[config.mk]
export PLATFORM = sky130hd
export DESIGN_NAME = mux_writeback_reg
export DESIGN_NICKNAME = d
export VERILOG_FILES = /design/src/rtl/mux_writeback_reg.sv
export SDC_FILE = /design/constraint.sdc
export NUM_CORES = 1
export LEC_CHECK = 0
export ABC_AREA = 1
export BUFFER_PORTS_ARGS = -buffer_cell sky130_fd_sc_hd__buf_4
export CAP_MARGIN = 5
export CORE_AREA = 2 2 114 116
export DETAILED_ROUTE_END_ITERATION = 8
export DIE_AREA = 0 0 116 118
export HOLD_SLACK_MARGIN = 0.08
export MAX_ROUTING_LAYER = met4
export PLACE_DENSITY = 0.71
export SYNTH_ARGS = -nofsm -noshare
export SYNTH_HDL_FRONTEND = slang
export SYNTH_SLANG_ARGS = --single-unit
[constraint.sdc]
create_clock -name clock -period 2.77 [get_ports clock]
set_input_delay 0.1385 -clock clock [delete_from_list [all_inputs] [get_ports clock]]
set_output_delay 0.1385 -clock clock [all_outputs]
set_load 0.005 [all_outputs]
[src/rtl/mux_writeback_reg.sv]
// mux_writeback_reg
// Write-back source selector followed by a stall/flush-aware pipeline register
// that feeds the register file. It also flags illegal select codes (sticky),
// can suppress writes to register 0, and counts committed writes with saturation.
module mux_writeback_reg #(
   parameter int W          = 32,
   parameter int N          = 7,
   parameter int SELW       = 3,
   parameter int ADDRW      = 5,
   parameter int CNTW       = 16,
   parameter int ZERO_GUARD = 1
) (
   input  logic             clock,
   input  logic             reset,
   input  logic [SELW-1:0]  dadoRegControl,
   input  logic [N*W-1:0]   fontes,
   input  logic [ADDRW-1:0] regDestino,
   input  logic             escreveReg,
   input  logic             validoEntrada,
   input  logic             parada,
   input  logic             descarta,
   input  logic             limpaErro,
   output logic [W-1:0]     DadosRegistro,
   output logic [ADDRW-1:0] regDestinoOut,
   output logic             escreveRegOut,
   output logic             validoSaida,
   output logic             erroSelecao,
   output logic [CNTW-1:0]  contEscritas
);

   // ------------------------------------------------------------------
   // Source unpacking and one-hot decode of the select code.
   // A code with no matching source leaves every hit bit low, which
   // gives both the zero data and the "illegal" indication for free.
   // ------------------------------------------------------------------
   logic [W-1:0] src [N];
   logic [N-1:0] hit;

   generate
      for (genvar gi = 0; gi < N; gi++) begin : g_src
         assign src[gi] = fontes[gi*W +: W];
         assign hit[gi] = (dadoRegControl == SELW'(gi));
      end
   endgenerate

   logic         legal;
   logic [W-1:0] sel_data;

   assign legal = |hit;

   // AND-OR mux over the decoded sources; no match yields zero
   always_comb begin
      sel_data = '0;
      for (int k = 0; k < N; k++) begin
         if (hit[k]) begin
            sel_data = sel_data | src[k];
         end
      end
   end

   // ------------------------------------------------------------------
   // Register control
   // ------------------------------------------------------------------
   logic capture;
   logic dest_is_zero;
   logic zero_block;
   logic we_capture;
   logic err_set;
   logic err_clr;

   // Flush has priority over stall; capture only when neither is active.
   assign capture      = ~descarta & ~parada;
   assign dest_is_zero = (regDestino == '0);
   assign zero_block   = (ZERO_GUARD != 0) && dest_is_zero;
   assign we_capture   = escreveReg & validoEntrada & legal & ~zero_block;
   // Only a real instruction with a bad code raises the error.
   assign err_set      = capture & validoEntrada & ~legal;
   // A pure stall freezes the error flag together with everything else.
   assign err_clr      = limpaErro & ~(parada & ~descarta);

   logic [W-1:0]     data_q,  data_d;
   logic [ADDRW-1:0] dest_q,  dest_d;
   logic             we_q,    we_d;
   logic             valid_q, valid_d;
   logic             err_q,   err_d;
   logic [CNTW-1:0]  cnt_q,   cnt_d;

   logic cnt_full;
   assign cnt_full = (cnt_q == {CNTW{1'b1}});

   // Next-state for the pipeline register, error flag and write counter
   always_comb begin
      data_d  = data_q;
      dest_d  = dest_q;
      we_d    = we_q;
      valid_d = valid_q;
      err_d   = err_q;
      cnt_d   = cnt_q;

      if (descarta) begin
         // Kill the instruction but keep data/address for debug visibility.
         valid_d = 1'b0;
         we_d    = 1'b0;
      end else if (!parada) begin
         valid_d = validoEntrada;
         data_d  = sel_data;
         dest_d  = regDestino;
         we_d    = we_capture;
         if (we_capture && !cnt_full) begin
            cnt_d = cnt_q + 1'b1;
         end
      end

      // Setting the error wins over clearing it in the same cycle.
      if (err_set) begin
         err_d = 1'b1;
      end else if (err_clr) begin
         err_d = 1'b0;
      end
   end

   // State registers with asynchronous clear of every output
   always_ff @(posedge clock or posedge reset) begin
      if (reset) begin
         data_q  <= '0;
         dest_q  <= '0;
         we_q    <= 1'b0;
         valid_q <= 1'b0;
         err_q   <= 1'b0;
         cnt_q   <= '0;
      end else begin
         data_q  <= data_d;
         dest_q  <= dest_d;
         we_q    <= we_d;
         valid_q <= valid_d;
         err_q   <= err_d;
         cnt_q   <= cnt_d;
      end
   end

   assign DadosRegistro = data_q;
   assign regDestinoOut = dest_q;
   assign escreveRegOut = we_q;
   assign validoSaida   = valid_q;
   assign erroSelecao   = err_q;
   assign contEscritas  = cnt_q;

endmodule
# Word level (Yosys, flattened, before mapping)
# Cells that the tools add are included.
[classes]
n_reduce_logical = 8
bitwise = 19
mux = 13
add_sub_neg = 1
eq_ne = 8
[op_table]
columns = ["cell", "count"]
rows = [
  ["$mux 32", 7],
  ["$or 32x32->32", 6],
  ["$add 16x1->16 const B", 1],
  ["$eq 16x16->1 const B", 1],
  ["$eq 3x3->1 const B", 3],
  ["$and 1x1->1", 8],
  ["$reduce_or 7->1", 1],
  ["$eq 3x2->1 const B", 2],
  ["$mux 1", 6],
  ["$logic_not 5->1", 1],
  ["$not 1->1", 5],
  ["$eq 3x1->1 const B", 1],
  ["$logic_not 3->1", 1],
  ["$reduce_and 3->1", 1],
  ["$ne 2x1->1 const B", 1],
  ["$reduce_and 2->1", 1],
  ["$reduce_bool 2->1", 1],
  ["$logic_and 1x1->1", 1],
  ["$logic_not 1->1", 1],
]
[totals]
output_inout_bits = 56
word_cells = 55
reg_bits = 56
in_bits = 239

# Longest topological paths before layout
# Gate-level depths: netlist (run 1).
[depth]
ltp_word = 14
depth_mapped = 10
depth_no_buf = 9

# Least setup slack after synthesis (run 1)
# OpenSTA, ideal clock, no wires.
[synth_path]
kind = "reg-to-reg"
start = "register cnt_q[0] (netlist: contEscritas[0])"
end = "register cnt_q[2] (netlist: contEscritas[2])"
setup_ns = 0.116
path_stages_with_launch = 11
required_ns = 2.654
synth_period_minus_slack_ns = 1.526
n_path_buf = 1
slack_ns = 1.244
t_arrival_ns = 1.410
path_cell_list = "dfrtp_1 > ha_1 > nand3_1 > inv_1 > nand2_1 > clkinv_1 > nand3_1 > nand2_2 > buf_6 > nand2_1 > nand2_1"
[synth_via]
elab_chain_len = 4
elab_cells_between_ends = 5
classes_between = "add/sub (1); eq/ne (1); reduce/logical (3)"
[synth_rtl]
columns = ["element", "line_no", "rtl"]
rows = [
  ["from (decl)", "86", "logic [CNTW-1:0] cnt_q, cnt_d;"],
  ["from (signal assigned)", "137", "cnt_q <= cnt_d;"],
  ["branches (longest 4 deep; another with $add 16x1->16)", "-", ""],
]
# Parallel ways; which one is timed is not known.
# A chain may end at the register's enable or synchronous reset.

# Worst setup path in the final report (run 1)
[layout_path]
start = "register cnt_q[0] (netlist: contEscritas[0])"
end = "register cnt_q[7] (netlist: contEscritas[7])"
# The elaborated chain is that of the path after synthesis.

==> results.ini, run 1 <==
[setup_path]
critical_path_peak_fanout = 16
crit_top_cell = nand2_1
worstSetupStartpointType = register
slowest_delay_ps = 430
crit_type = register to register
critPathTopFamily = simple AND/OR/NAND/NOR gates
slowest_stage = dfrtp_1
arrival_ps = 2010
crit_buf_inv = 2
rr_startpoint = contEscritas[0]$_DFFE_PP0P_
worstPathCellList = ha_1 -> nand3_1 -> inv_1 -> nand2_1 -> clkinv_1 -> nand3_1 -> nand2_2 -> nand2_1 -> nand2_1
cp.required_ps = 3010
cp-end-kind = register
startpoint = contEscritas[0]$_DFFE_PP0P_

[clock_tree]
numCtsBuffers = 5
clkSinkCount = 56
clock_path_buffers = 2
htreeDepth = 2
cts_tree = done
clkTransAtPathRegs_ps = 80
root_buffer = clkbuf_16
worstSkewPairLatency_ps = 300

[synthesis]
ys_ff_latch = 56
synth_warnings = 0
ys_seq_area_frac = 0.310
synth_cell_types = 28
syn_area_per_cell_sq_um = 5.94
synth_nets = 1002
synth_cells = 762
syn_area_sq_um = 4520

[power]
vdd_drop_max_uv = 237
total_leakage_power_uw = 0.00379
p_seq_frac = 0.396
comb_power_share = 0.342
power_frac_clock = 0.262
p_switching_uw = 819
swShare = 0.321
power.internal_uw = 1730
powerDensity_nw_per_um2 = 366

[place]
gp_congestion = 0.965
port_buffers = 294
dp_cells = 1194
placed_area_sq_um = 6770
dp.final_hpwl_um = 15100

[grt]
overflow = 0
grt_usage = 0.297
grt_pass1_wl_um = 30700
grt_pass1_vias = 5809
grt_max_degree = 50
antenna_found_initial = 0

[layout]
drive_gt1_frac = 0.314
diodes = 0
post-route-util = 0.562
fin_cells = 1208
final_common_cell = nand2_1
final_cell_area_sq_um = 6980
syn2layout_area_growth_pct = 54.4
layout.nets = 1275
final_cell_mix = nand2_1, buf_4, nor2_1

[timing]
fin_crit_sh = 0.641
finalCriticalPeriod_ps = 1770
skew_ps = 8.20
setup_viol = 0
max_slew_margin = 0.552
fmax_mhz = 564
worst_pin_slew_ps = 671
rsz0062_at_grt = no
maxSlewViolCount = 0
fin_tns_setup_ps = 0
hold_viol = 0

[die]
initial_utilization = 0.364
core_area_sq_um = 12400
die_h_um = 118
dieArea_sq_um = 13700
io_pins = 295
die_x_um = 116
row_count = 41

[route]
first_iter_violations = 403
vias = 6001
avgRoutedWirePerCell_um = 16.6
ant_nets = 0
drt_first_pass_iters = 5
drc = 0
viasPerCell = 4.97
wl_um = 20100

[run]
cap_violations = 0

[status]
status = completed

[hold_path]
hold_start = validoEntrada
hold_path_class = input port to register

==> worst paths after layout <==
kind | to | slack [ps] | depth (start not counted)
setup / recovery | contEscritas[7]$_DFFE_PP0P_ | 1000 | 9
hold / removal | validoSaida$_DFFE_PP0N_ | 90 | 2
setup reg to reg | contEscritas[7]$_DFFE_PP0P_ | 1000 | 9
hold reg to reg | regDestinoOut[0]$_DFFE_PP0P_ | 480 | 2
max in group asynchronous | DadosRegistro[20]$_DFFE_PP0P_ | 1610 | 4
min in group asynchronous | erroSelecao$_DFFE_PP0P_ | 470 | 3
==> registers in the layout, indices dropped and copies added (netlist names) <==
| signal | flops |
|---|---|
| contEscritas | 16 |
| regDestinoOut | 5 |
| validoSaida | 1 |
| erroSelecao | 1 |
| escreveRegOut | 1 |
| DadosRegistro | 32 |
==> through the flow <==
stage / setup slack (ps) / total power [uW] / hold WS [ps]
finish: 996 / 2550 / 92.1
global route: 806 / 2700 / 98.3
CTS: 993 / 2570 / 82.1
detailed placement: 774 / 1890 / 256
global placement: 855 / 1880 / 244
floorplan: 1240 / 1340 / 255
==> cells by family (layout without fill, tap and decap cells) <==
logic type,Yosys count,count (layout),synth area share
DFF,56,56,0.310
xor gates and xnor gates,7,7,0.0136
AOI/OAI and AO/OA,72,72,0.0816
and+or+nand+nor,526,526,0.489
adders and majority gates,1,1,0.00277
buffers and inverters,100,374,0.103
==> routing by layer <==
layer / routed length (um) / GRT usage / vias up
met5: 0 / - / -
met4: 713 / 0.106 / 0
met3: 1440 / 0.0448 / 46
met2: 9760 / 0.487 / 302
met1: 8170 / 0.369 / 2674
li1: - / - / 2979
==> cell usage after synthesis <==
master    instances  share of area
clkbuf_1         12          0.010
nand3_4           1         0.0039
o21ai_0          38          0.042
inv_4             1         0.0014
xor2_1            2         0.0039
nand2_1         315           0.26
ha_1              1         0.0028
nor3_4            1         0.0036
nand3_1          19          0.021
a21oi_1          32          0.035
nor3_1            1         0.0011
xnor2_1           5         0.0097
inv_2             4         0.0033
a22o_1            1         0.0019
buf_2            17          0.019
nor2_1          117          0.097
nand3b_1          1         0.0017
nand2_2           1         0.0014
clkinv_1          1        0.00083
nor2_2            2         0.0028
dfrtp_1          56           0.31
inv_1            50          0.041
a32o_1            1         0.0022
buf_1             2         0.0017
nand4_1          67          0.093
buf_6             5          0.012
nor2_4            1         0.0025
buf_4             8          0.013
==> power groups by stage <==
stage	registers, uW	clock network, uW	logic, uW
after floorplan	1020	0	326
after global placement	1020	0	860
after detailed placement	1020	0	867
after CTS	1010	682	874
after global routing	1030	713	962
final	1010	669	872
==> timing repair <==
item	CTS	global route
setup buffers	0	0
hold endpoints to repair	28	0
hold buffers	6	0
resized for setup	0	0
==> cell type report <==
type | count | area (sq um)
multi-input cells | 606 | 2660
clock inverters | 3 | 22.5
flip-flops and latches | 56 | 1400
clock buffers | 5 | 125
inverters | 56 | 213
well taps | 172 | 215
fillers | 1298 | 5430
repair buffers | 310 | 2340
No activity file was read; power rests on OpenSTA's default activity.
==> run 2, diff against run 1 <==
--- a/config.mk
+++ b/config.mk
@@ -8,12 +8,12 @@
 export ABC_AREA = 1
 export BUFFER_PORTS_ARGS = -buffer_cell sky130_fd_sc_hd__buf_4
 export CAP_MARGIN = 5
-export CORE_AREA = 2 2 114 116
+export CORE_AREA = 2 2 116 118
 export DETAILED_ROUTE_END_ITERATION = 8
-export DIE_AREA = 0 0 116 118
+export DIE_AREA = 0 0 118 120
 export HOLD_SLACK_MARGIN = 0.08
 export MAX_ROUTING_LAYER = met4
-export PLACE_DENSITY = 0.71
+export PLACE_DENSITY = 0.69
 export SYNTH_ARGS = -nofsm -noshare
 export SYNTH_HDL_FRONTEND = slang
 export SYNTH_SLANG_ARGS = --single-unit
==> constraint.sdc (replaced) <==
create_clock -name clock -period 1.7 [get_ports clock]
set_input_delay 0.085 -clock clock [delete_from_list [all_inputs] [get_ports clock]]
set_output_delay 0.085 -clock clock [all_outputs]
set_load 0.005 [all_outputs]
==> results.ini, run 2 (synthesis gave the netlist of run 1 again) <==
[timing]
hold_viol = 0  ; unchanged
rsz0062_at_grt = no
finalCriticalPeriod_ps = 1520  ; -254 ps
max_slew_margin = 0.718  ; +0.166
maxSlewViolCount = 0  ; unchanged
fin_tns_setup_ps = 0  ; unchanged
fin_crit_sh = 0.894  ; +0.254
fmax_mhz = 658  ; +17%
skew_ps = 3.24  ; -4.97 ps
worst_pin_slew_ps = 423  ; -249 ps
setup_viol = 0  ; unchanged
hold_ws_ps = 96.2  ; +4.13 ps

[clock_tree]
htreeDepth = 2  ; unchanged
clock_path_buffers = 2  ; unchanged
root_buffer = clkbuf_16
worstSkewPairLatency_ps = 300  ; about the same
clkSinkCount = 56  ; unchanged
clkTransAtPathRegs_ps = 80  ; about the same
numCtsBuffers = 5  ; unchanged
cts_tree = done

[place]
port_buffers = 294  ; unchanged
gp_congestion = 0.894  ; -7.3%
dp.final_hpwl_um = 15200  ; +0.58%

[grt]
grt_pass1_wl_um = 30900  ; +0.81%
antenna_found_initial = 0  ; unchanged
overflow = 0  ; unchanged
grt_max_degree = 72  ; +44%
grt_usage = 0.286  ; -0.0107
grt_pass1_vias = 5844  ; +0.60%

[layout]
regArea_sq_um = 1400  ; +0.18%
largest_reg_flops = 32  ; unchanged
fill_cells = 1386  ; +6.8%
final_common_cell = nand2_1
drive_gt1_frac = 0.324  ; +0.0104
layout.nets = 1288  ; +1.0%
multi_input_area_sq_um = 2700  ; +1.3%
syn2layout_area_growth_pct = 58.6
diodes = 0  ; unchanged
final_cell_mix = nand2_1, buf_4, nor2_1

[status]
status = completed

[die]
die_h_um = 120  ; +1.7%
dieArea_sq_um = 14200  ; +3.4%
initial_utilization = 0.348  ; -0.0159
core_area_sq_um = 13000  ; +4.6%
io_pins = 295  ; unchanged
row_count = 42  ; +2.4%
die_x_um = 118  ; +1.7%

[route]
avgRoutedWirePerCell_um = 16.5  ; -0.74%
ant_nets = 0  ; unchanged
first_iter_violations = 395  ; -2.0%
viasPerCell = 4.94  ; -0.58%
wl_um = 20200  ; +0.66%
vias = 6050  ; +0.82%
drc = 0  ; unchanged
drt_first_pass_iters = 5  ; unchanged

[power]
p_switching_uw = 1340  ; +64%
p_seq_frac = 0.391  ; -0.005
swShare = 0.318  ; -0.00268
total_leakage_power_uw = 0.00386  ; +1.8%
powerDensity_nw_per_um2 = 587  ; +61%
power.internal_uw = 2870  ; +66%
comb_power_share = 0.351  ; +0.009
power_frac_clock = 0.258  ; -0.004
vdd_drop_max_uv = 378  ; +59%

[setup_path]
cp-end-kind = register
critical_path_peak_fanout = 16  ; unchanged
arrival_ps = 1760  ; -250 ps
worstSetupStartpointType = register
cp.required_ps = 1940  ; -1070 ps
crit_type = register to register

[run]
cap_violations = 0  ; unchanged

[hold_path]
hold_path_class = input port to register

==> run 2: changes by cell type in the layout (fill, tap and decap cells not counted), moves of 2 or more <==
cell / change
dfrtp_2: +2
dfrtp_1: -2
nand2_4: +2
buf_12: +5
buf_4: +6
==> run 2: stage by stage <==
stage	total power (uW)	std cells	setup WS (ps)	util	instance area, sq um
after detailed placement	3110	1208	6.98	0.533	6920
final	4210	1225	180	0.553	7180
after CTS	4200	1223	56.2	0.550	7140
after global routing	4460	1225	34.7	0.553	7180
after floorplan	2190	762	174	-	4520
after global placement	3100	1208	82.4	0.533	6920
==> run 2: worst max-delay path, stage by stage, from the launching register on <==
cell and delay, ps:
dfrtp_2 450, ha_4 190, nand3_1 110, inv_1 90, nand3_1 70, nor2_1 60
nor2_4 310, nand2_1 110, nand2_1 70
==> run 2: worst paths after layout <==
kind | start | endpoint | cells past startpoint | slack, ps
max in group asynchronous | reset | contEscritas[1]$_DFFE_PP0P_ | 4 | 1020
max | contEscritas[0]$_DFFE_PP0P_ | contEscritas[10]$_DFFE_PP0P_ | 8 | 180
min in group asynchronous | reset | contEscritas[14]$_DFFE_PP0P_ | 4 | 390
min reg2reg | regDestinoOut[0]$_DFFE_PP0P_ | regDestinoOut[0]$_DFFE_PP0P_ | 2 | 480
min | descarta | escreveRegOut$_DFFE_PP0N_ | 4 | 100
max reg2reg | contEscritas[0]$_DFFE_PP0P_ | contEscritas[10]$_DFFE_PP0P_ | 8 | 180
==> run 2: power groups by stage <==
stage / sequential (uW) / clock, uW / combinational (uW)
floorplan: 1660 / 0 / 530
global placement: 1650 / 0 / 1440
detailed placement: 1660 / 0 / 1450
CTS: 1640 / 1100 / 1460
global route: 1680 / 1160 / 1630
finish: 1650 / 1090 / 1480
==> run 2: cell type report <==
type                            instances  area share
Tap cell                              176      0.0307
Clock buffer                            6      0.0180
Timing Repair Buffer                  322       0.348
Multi-Input combinational cell        607       0.376
Inverter                               56      0.0296
Sequential cell                        56       0.196
Clock inverter                          2     0.00227
==> run 2: what timing repair did <==
action	4_1_cts	5_1_grt
hold buffers	7	0
pin swaps	0	1
hold endpoints to repair	63	0
setup endpoints to repair	11	16
setup buffers	0	1
cloned	0	1
resized for setup	1	6
==> run 2: metal layers <==
layer	global-route usage	share of wire
met1	0.340	0.41
met2	0.492	0.50
met3	0.0523	0.059
met4	0.0919	0.027
met5	-	0
